--- config.mk ---
export PLATFORM = sky130hd
export DESIGN_NAME = mask_bank
export DESIGN_NICKNAME = d
export VERILOG_FILES = /design/src/rtl/dla_pkg.sv /design/src/rtl/mask_bank_slot.sv /design/src/rtl/mask_bank.sv
export SDC_FILE = /design/constraint.sdc
export NUM_CORES = 1
export LEC_CHECK = 0
export CORE_MARGIN = 4
export CORE_UTILIZATION = 54
export DETAILED_ROUTE_END_ITERATION = 8
export PLACE_DENSITY = 0.79
export SYNTH_ARGS = -nofsm -noshare
export SYNTH_HDL_FRONTEND = slang
export SYNTH_SLANG_ARGS = --single-unit
--- constraint.sdc ---
create_clock -name in_clk -period 2.25 [get_ports in_clk]
set_input_delay 0.3375 -clock in_clk [delete_from_list [all_inputs] [get_ports in_clk]]
set_output_delay 0.3375 -clock in_clk [all_outputs]
set_load 0.01 [all_outputs]
--- src/rtl/dla_pkg.sv ---
// Shared definitions for the logic-analyzer mask bank: commit FSM states,
// byte width, default geometry and the byte-lane helper.
package dla_pkg;

  typedef enum logic [1:0] {
    StIdle,
    StPending,
    StCommit
  } commit_state_e;

  localparam int unsigned DLA_BYTE_W     = 8;
  localparam int unsigned DEF_NUM_MASKS  = 5;
  localparam int unsigned DEF_MASK_WIDTH = 64;

  function automatic int unsigned lane_count(input int unsigned mask_width);
    return mask_width / DLA_BYTE_W;
  endfunction

endpackage

--- src/rtl/mask_bank_slot.sv ---
// One double-buffered trigger mask: byte-addressed shadow register plus an
// active register that loads the whole shadow on a commit.
module mask_bank_slot
  import dla_pkg::*;
#(
  parameter int unsigned MASK_WIDTH = DEF_MASK_WIDTH,
  parameter bit          RST_ONES   = 1'b0
) (
  input  logic                  clk,
  input  logic                  rst_n,
  input  logic                  we,
  input  logic [7:0]            lane,
  input  logic [7:0]            wdata,
  input  logic                  load,
  output logic [MASK_WIDTH-1:0] shadow,
  output logic [MASK_WIDTH-1:0] active
);

  localparam int unsigned LANES = lane_count(MASK_WIDTH);
  localparam logic [MASK_WIDTH-1:0] RST_VAL = {MASK_WIDTH{RST_ONES}};

  logic [MASK_WIDTH-1:0] shadow_q, shadow_d;
  logic [MASK_WIDTH-1:0] active_q;

  always_comb begin
    shadow_d = shadow_q;
    for (int l = 0; l < LANES; l++) begin
      if (we && lane == 8'(l)) begin
        shadow_d[l*DLA_BYTE_W +: DLA_BYTE_W] = wdata;
      end
    end
  end

  // Active loads the registered shadow, so a write landing on the load edge waits.
  always_ff @(posedge clk or negedge rst_n) begin
    if (!rst_n) begin
      shadow_q <= RST_VAL;
      active_q <= RST_VAL;
    end else begin
      shadow_q <= shadow_d;
      if (load) begin
        active_q <= shadow_q;
      end
    end
  end

  assign shadow = shadow_q;
  assign active = active_q;

endmodule

--- src/rtl/mask_bank.sv ---
// Trigger-mask register bank with byte writes, busy-deferred atomic commit and
// sticky range error. Shadow readback is built only with MASK_BANK_READBACK_EN.
module mask_bank
  import dla_pkg::*;
#(
  parameter int unsigned NUM_MASKS  = DEF_NUM_MASKS,
  parameter int unsigned MASK_WIDTH = DEF_MASK_WIDTH
) (
  input  logic                            in_clk,
  input  logic                            in_rst_n,
  input  logic                            in_we,
  input  logic [7:0]                      in_P0,
  input  logic [7:0]                      in_P1,
  input  logic [7:0]                      in_P2,
  input  logic                            in_commit,
  input  logic                            in_busy,
  input  logic                            in_err_clr,
  input  logic                            in_rd_en,
  output logic [NUM_MASKS*MASK_WIDTH-1:0] out_masks,
  output logic                            out_commit_pending,
  output logic                            out_commit_done,
  output logic                            out_err,
  output logic [7:0]                      out_rd_data,
  output logic                            out_rd_valid
);

  localparam int unsigned LANES = lane_count(MASK_WIDTH);

  logic addr_ok, wr_ok, wr_oor, rd_oor;
  logic commit_load;
  logic done_q, err_q, err_d;
  logic [NUM_MASKS*MASK_WIDTH-1:0] shadow_all;
  commit_state_e state_q, state_d;

  assign addr_ok = (32'(in_P0) < NUM_MASKS) && (32'(in_P1) < LANES);
  assign wr_ok   = in_we && addr_ok;
  assign wr_oor  = in_we && !addr_ok;

  for (genvar m = 0; m < NUM_MASKS; m++) begin : g_slot
    logic slot_we;
    assign slot_we = wr_ok && (in_P0 == 8'(m));

    mask_bank_slot #(
      .MASK_WIDTH(MASK_WIDTH),
      .RST_ONES  (m == 0)
    ) u_slot (
      .clk   (in_clk),
      .rst_n (in_rst_n),
      .we    (slot_we),
      .lane  (in_P1),
      .wdata (in_P2),
      .load  (commit_load),
      .shadow(shadow_all[m*MASK_WIDTH +: MASK_WIDTH]),
      .active(out_masks[m*MASK_WIDTH +: MASK_WIDTH])
    );
  end

  always_ff @(posedge in_clk or negedge in_rst_n) begin
    if (!in_rst_n) begin
      state_q <= StIdle;
    end else begin
      state_q <= state_d;
    end
  end

  always_comb begin
    state_d = state_q;
    unique case (state_q)
      StIdle: begin
        if (in_commit) state_d = in_busy ? StPending : StCommit;
      end
      StPending: begin
        if (!in_busy) state_d = StCommit;
      end
      StCommit: begin
        if (in_commit) state_d = in_busy ? StPending : StCommit;
        else           state_d = StIdle;
      end
      default: state_d = StIdle;
    endcase
  end

  always_comb begin
    commit_load        = (state_q == StCommit);
    out_commit_pending = (state_q == StPending);
  end

  // A new error in the same cycle as a clear takes priority.
  assign err_d = (err_q && !in_err_clr) || wr_oor || rd_oor;

  always_ff @(posedge in_clk or negedge in_rst_n) begin
    if (!in_rst_n) begin
      done_q <= 1'b0;
      err_q  <= 1'b0;
    end else begin
      done_q <= commit_load;
      err_q  <= err_d;
    end
  end

  assign out_commit_done = done_q;
  assign out_err         = err_q;

`ifdef MASK_BANK_READBACK_EN
  logic [7:0] rd_byte, rd_data_q;
  logic       rd_valid_q;

  always_comb begin
    rd_byte = '0;
    for (int m = 0; m < NUM_MASKS; m++) begin
      for (int l = 0; l < LANES; l++) begin
        if (in_P0 == 8'(m) && in_P1 == 8'(l)) begin
          rd_byte = shadow_all[m*MASK_WIDTH + l*DLA_BYTE_W +: DLA_BYTE_W];
        end
      end
    end
  end

  assign rd_oor = in_rd_en && !addr_ok;

  always_ff @(posedge in_clk or negedge in_rst_n) begin
    if (!in_rst_n) begin
      rd_data_q  <= '0;
      rd_valid_q <= 1'b0;
    end else begin
      rd_data_q  <= in_rd_en ? rd_byte : 8'h00;
      rd_valid_q <= in_rd_en;
    end
  end

  assign out_rd_data  = rd_data_q;
  assign out_rd_valid = rd_valid_q;
`else
  logic unused_readback;
  assign unused_readback = in_rd_en ^ (^shadow_all);
  assign rd_oor          = 1'b0;
  assign out_rd_data     = 8'h00;
  assign out_rd_valid    = 1'b0;
`endif

endmodule

==> impl_metrics.env <==
export IMPL_period_needed_ps=2130
export IMPL_area_growth_pct=29.3
export IMPL_drc_errors=0
export IMPL_pin_count=363
export IMPL_cts_resized_gates=0
export IMPL_row_count=78
export IMPL_n_fill_cell=2921
export IMPL_syn_area_um2=24700
export IMPL_mostFrequentLayoutCells="625 x mux2_2, 516 x dfrtp_1, 343 x clkdlybuf4s50_1, 128 x dfstp_2, 60 x clkbuf_16"
export IMPL_cts_sinks=644
export IMPL_status="finished clean"
export IMPL_drive_gt1_share_pct=52.7
export IMPL_clockRootBuffer="clkbuf_16"
export IMPL_antenna_found_initial=2
export IMPL_numCtsBuffers=60
export IMPL_synth_seq_area_share_pct=66.0
export IMPL_htreeDepth=2
export IMPL_crit_chain="inv_1 > nor2_1 > clkdlybuf4s50_1"
export IMPL_dieArea_um2=49200
export IMPL_clk_path_buf_depth=3
export IMPL_globalplace_congestion=0.786
export IMPL_setup_viol=0
export IMPL_skew_ps=21.8
export IMPL_ff2ff_setup_slack_ps=430
export IMPL_viasPerCell=5.45
export IMPL_crit_family="buffers and inverters"
export IMPL_setup_tns_ps=0
export IMPL_path_class="flop to primary output"
export IMPL_synth_top_area_share_pct=52.3
export IMPL_grt_pass1_wl_mm=92.1
export IMPL_firstDrtPassIters=4
export IMPL_tritoncts="done"
export IMPL_drtAntennaViolNets=0
export IMPL_routed_wl_mm=59.1
export IMPL_critical_path_max_stage_delay_ps=570
export IMPL_syn_avg_cell_area_um2=16.9
export IMPL_holdBufCountCts=1
export IMPL_cp_max_fo=2
export IMPL_endpoint_kind="primary output"
export IMPL_max_cap_violations=0
export IMPL_crit_slowest_cell="clkdlybuf4s50_1"
export IMPL_yosysWarnings=0
export IMPL_crit_buf_inv=2
export IMPL_final_util_pct=70.5
export IMPL_grt_usage_pct=23.9
export IMPL_nets=1924
export IMPL_overflow=0
export IMPL_dp_hpwl_mm=39.3
export IMPL_postCtsSetupBuffers=0
export IMPL_finalHoldViolations=0
export IMPL_clk_pin_slew_ps=60
export IMPL_final_common_cell="mux2_2"
export IMPL_critPathRequiredTime_ps=1910
export IMPL_finalCritPeriodShare_pct=94.7
export IMPL_drt_iter0_drc=857
export IMPL_r2r_cells=4
export IMPL_num_vias=13900
export IMPL_maxSlewHeadroom_pct=53.6
export IMPL_crit_arrival_ps=1790
export IMPL_wire_per_inst_um=23.2
export IMPL_worst_pin_slew_ps=696
export IMPL_reg2reg_to="g_slot[1].u_slot.active[7]"
export IMPL_portBuffers=352
export IMPL_grt_max_degree=83
export IMPL_yosys_top_cells_area="dfrtp_1 52%, mux2_2 29%, dfstp_2 14%"
export IMPL_synth_seq_cells=644
export IMPL_total_power_mw=22.8
export IMPL_rsz0062_at_grt="false"
export IMPL_slew_violations=0
export IMPL_first_global_vias=15200
export IMPL_yosys_area_top_type="dfrtp_1"
export IMPL_synthCells=1461
export IMPL_clock_latency_ps=630
export IMPL_start_kind="flop"
export IMPL_initial_core_util_pct=54.5
export IMPL_ir_drop_mv=0.673
export IMPL_design_core_area_um2=45300
export IMPL_fmax_mhz=469
export IMPL_die_y_um=222
export IMPL_pwr_density_cell_nw_per_um2=714
export IMPL_r2r_start="state_q[0]"
export IMPL_hp_class="input pin to asynchronous set/reset pin"
export IMPL_leakage_nw=15.2
export IMPL_synth_cell_types=35
export IMPL_die_width_um=222
## metrics by stage
step           hold WS [ps]  instances  setup slack, ps  area (um2)
6_report                233       2545              118       31900
5_1_grt                 253       2544             32.4       31900
4_1_cts                 213       2544             70.9       31900
3_5_place_dp            285       2430             -368       29900
3_3_place_gp            284       2430             -343       29900
2_1_floorplan          41.9       1469              364       24700
## sequential cells by signal, indices dropped and copies added (netlist names)
register              cells
g_slot.u_slot.active    320
g_slot.u_slot.shadow    320
state_q                   2
out_commit_done           1
out_err                   1
## logic make-up (layout without fill, tap and decap cells)
group	Yosys count	count (layout)	synth area share (%)
mux	640	640	29.4
simple gates	79	79	2.68
other cells	1	10	0.0152
buf+inv	94	569	1.84
compound gates	3	3	0.0608
flops	644	644	66.0
## report_power, final
part           total [mW]  switching, mW  internal, mW
clock network        10.2           4.31          5.86
registers            11.6        0.00643          11.6
logic                1.00          0.658         0.341
## layer usage
metal,global-route usage [%],routed length [um],up-vias
met2,39.1,29000,362
met3,4.62,3050,72
li1,-,-,6016
met1,33.8,26000,7427
met4,5.70,1050,4
met5,0,28,-
## worst register-to-register path, stage by stage (launching register included)
cell and delay (ps):
dfrtp_1 400, nor2b_4 180, buf_12 250, buf_4 450, mux2_2 420
## cell usage after synthesis (all sizes together)
cell	number
nand4	10
buf	31
nor4b	1
o21ai	2
a21oi	1
nand3	7
nor2	27
nor4	3
nand2b	3
nand3b	1
dfstp	128
nor2b	5
dfrtp	516
clkbuf	61
and4b	3
nand2	5
and3b	1
nor3	6
inv	2
conb	1
nor4bb	1
and4bb	1
or3	4
mux2	640
nor3b	1
## cell type report
class / instances / area (um2) / area share (%)
Clock buffer: 96 / 1850 / 5.79
Inverter: 2 / 7.51 / 0.0235
Antenna cell: 1 / 2.50 / 0.00784
Multi-Input combinational cell: 731 / 7980 / 25.0
Clock inverter: 17 / 174 / 0.545
Tap cell: 600 / 751 / 2.35
Timing Repair Buffer: 454 / 4870 / 15.3
Sequential cell: 644 / 16300 / 51.0
## worst max-delay path by stage
stage | startpoint | endpoint | cells past startpoint
finish | state_q[0] | out_commit_pending | 3
global route | state_q[0] | out_commit_pending | 3
CTS | state_q[0] | out_commit_pending | 3
detailed placement | in_P0[4] | g_slot[1].u_slot.shadow[28] | 6
global placement | in_P0[4] | g_slot[1].u_slot.shadow[31] | 6
floorplan | in_P1[5] | g_slot[1].u_slot.shadow[32] | 5
No activity file was read; power rests on OpenSTA's default activity.
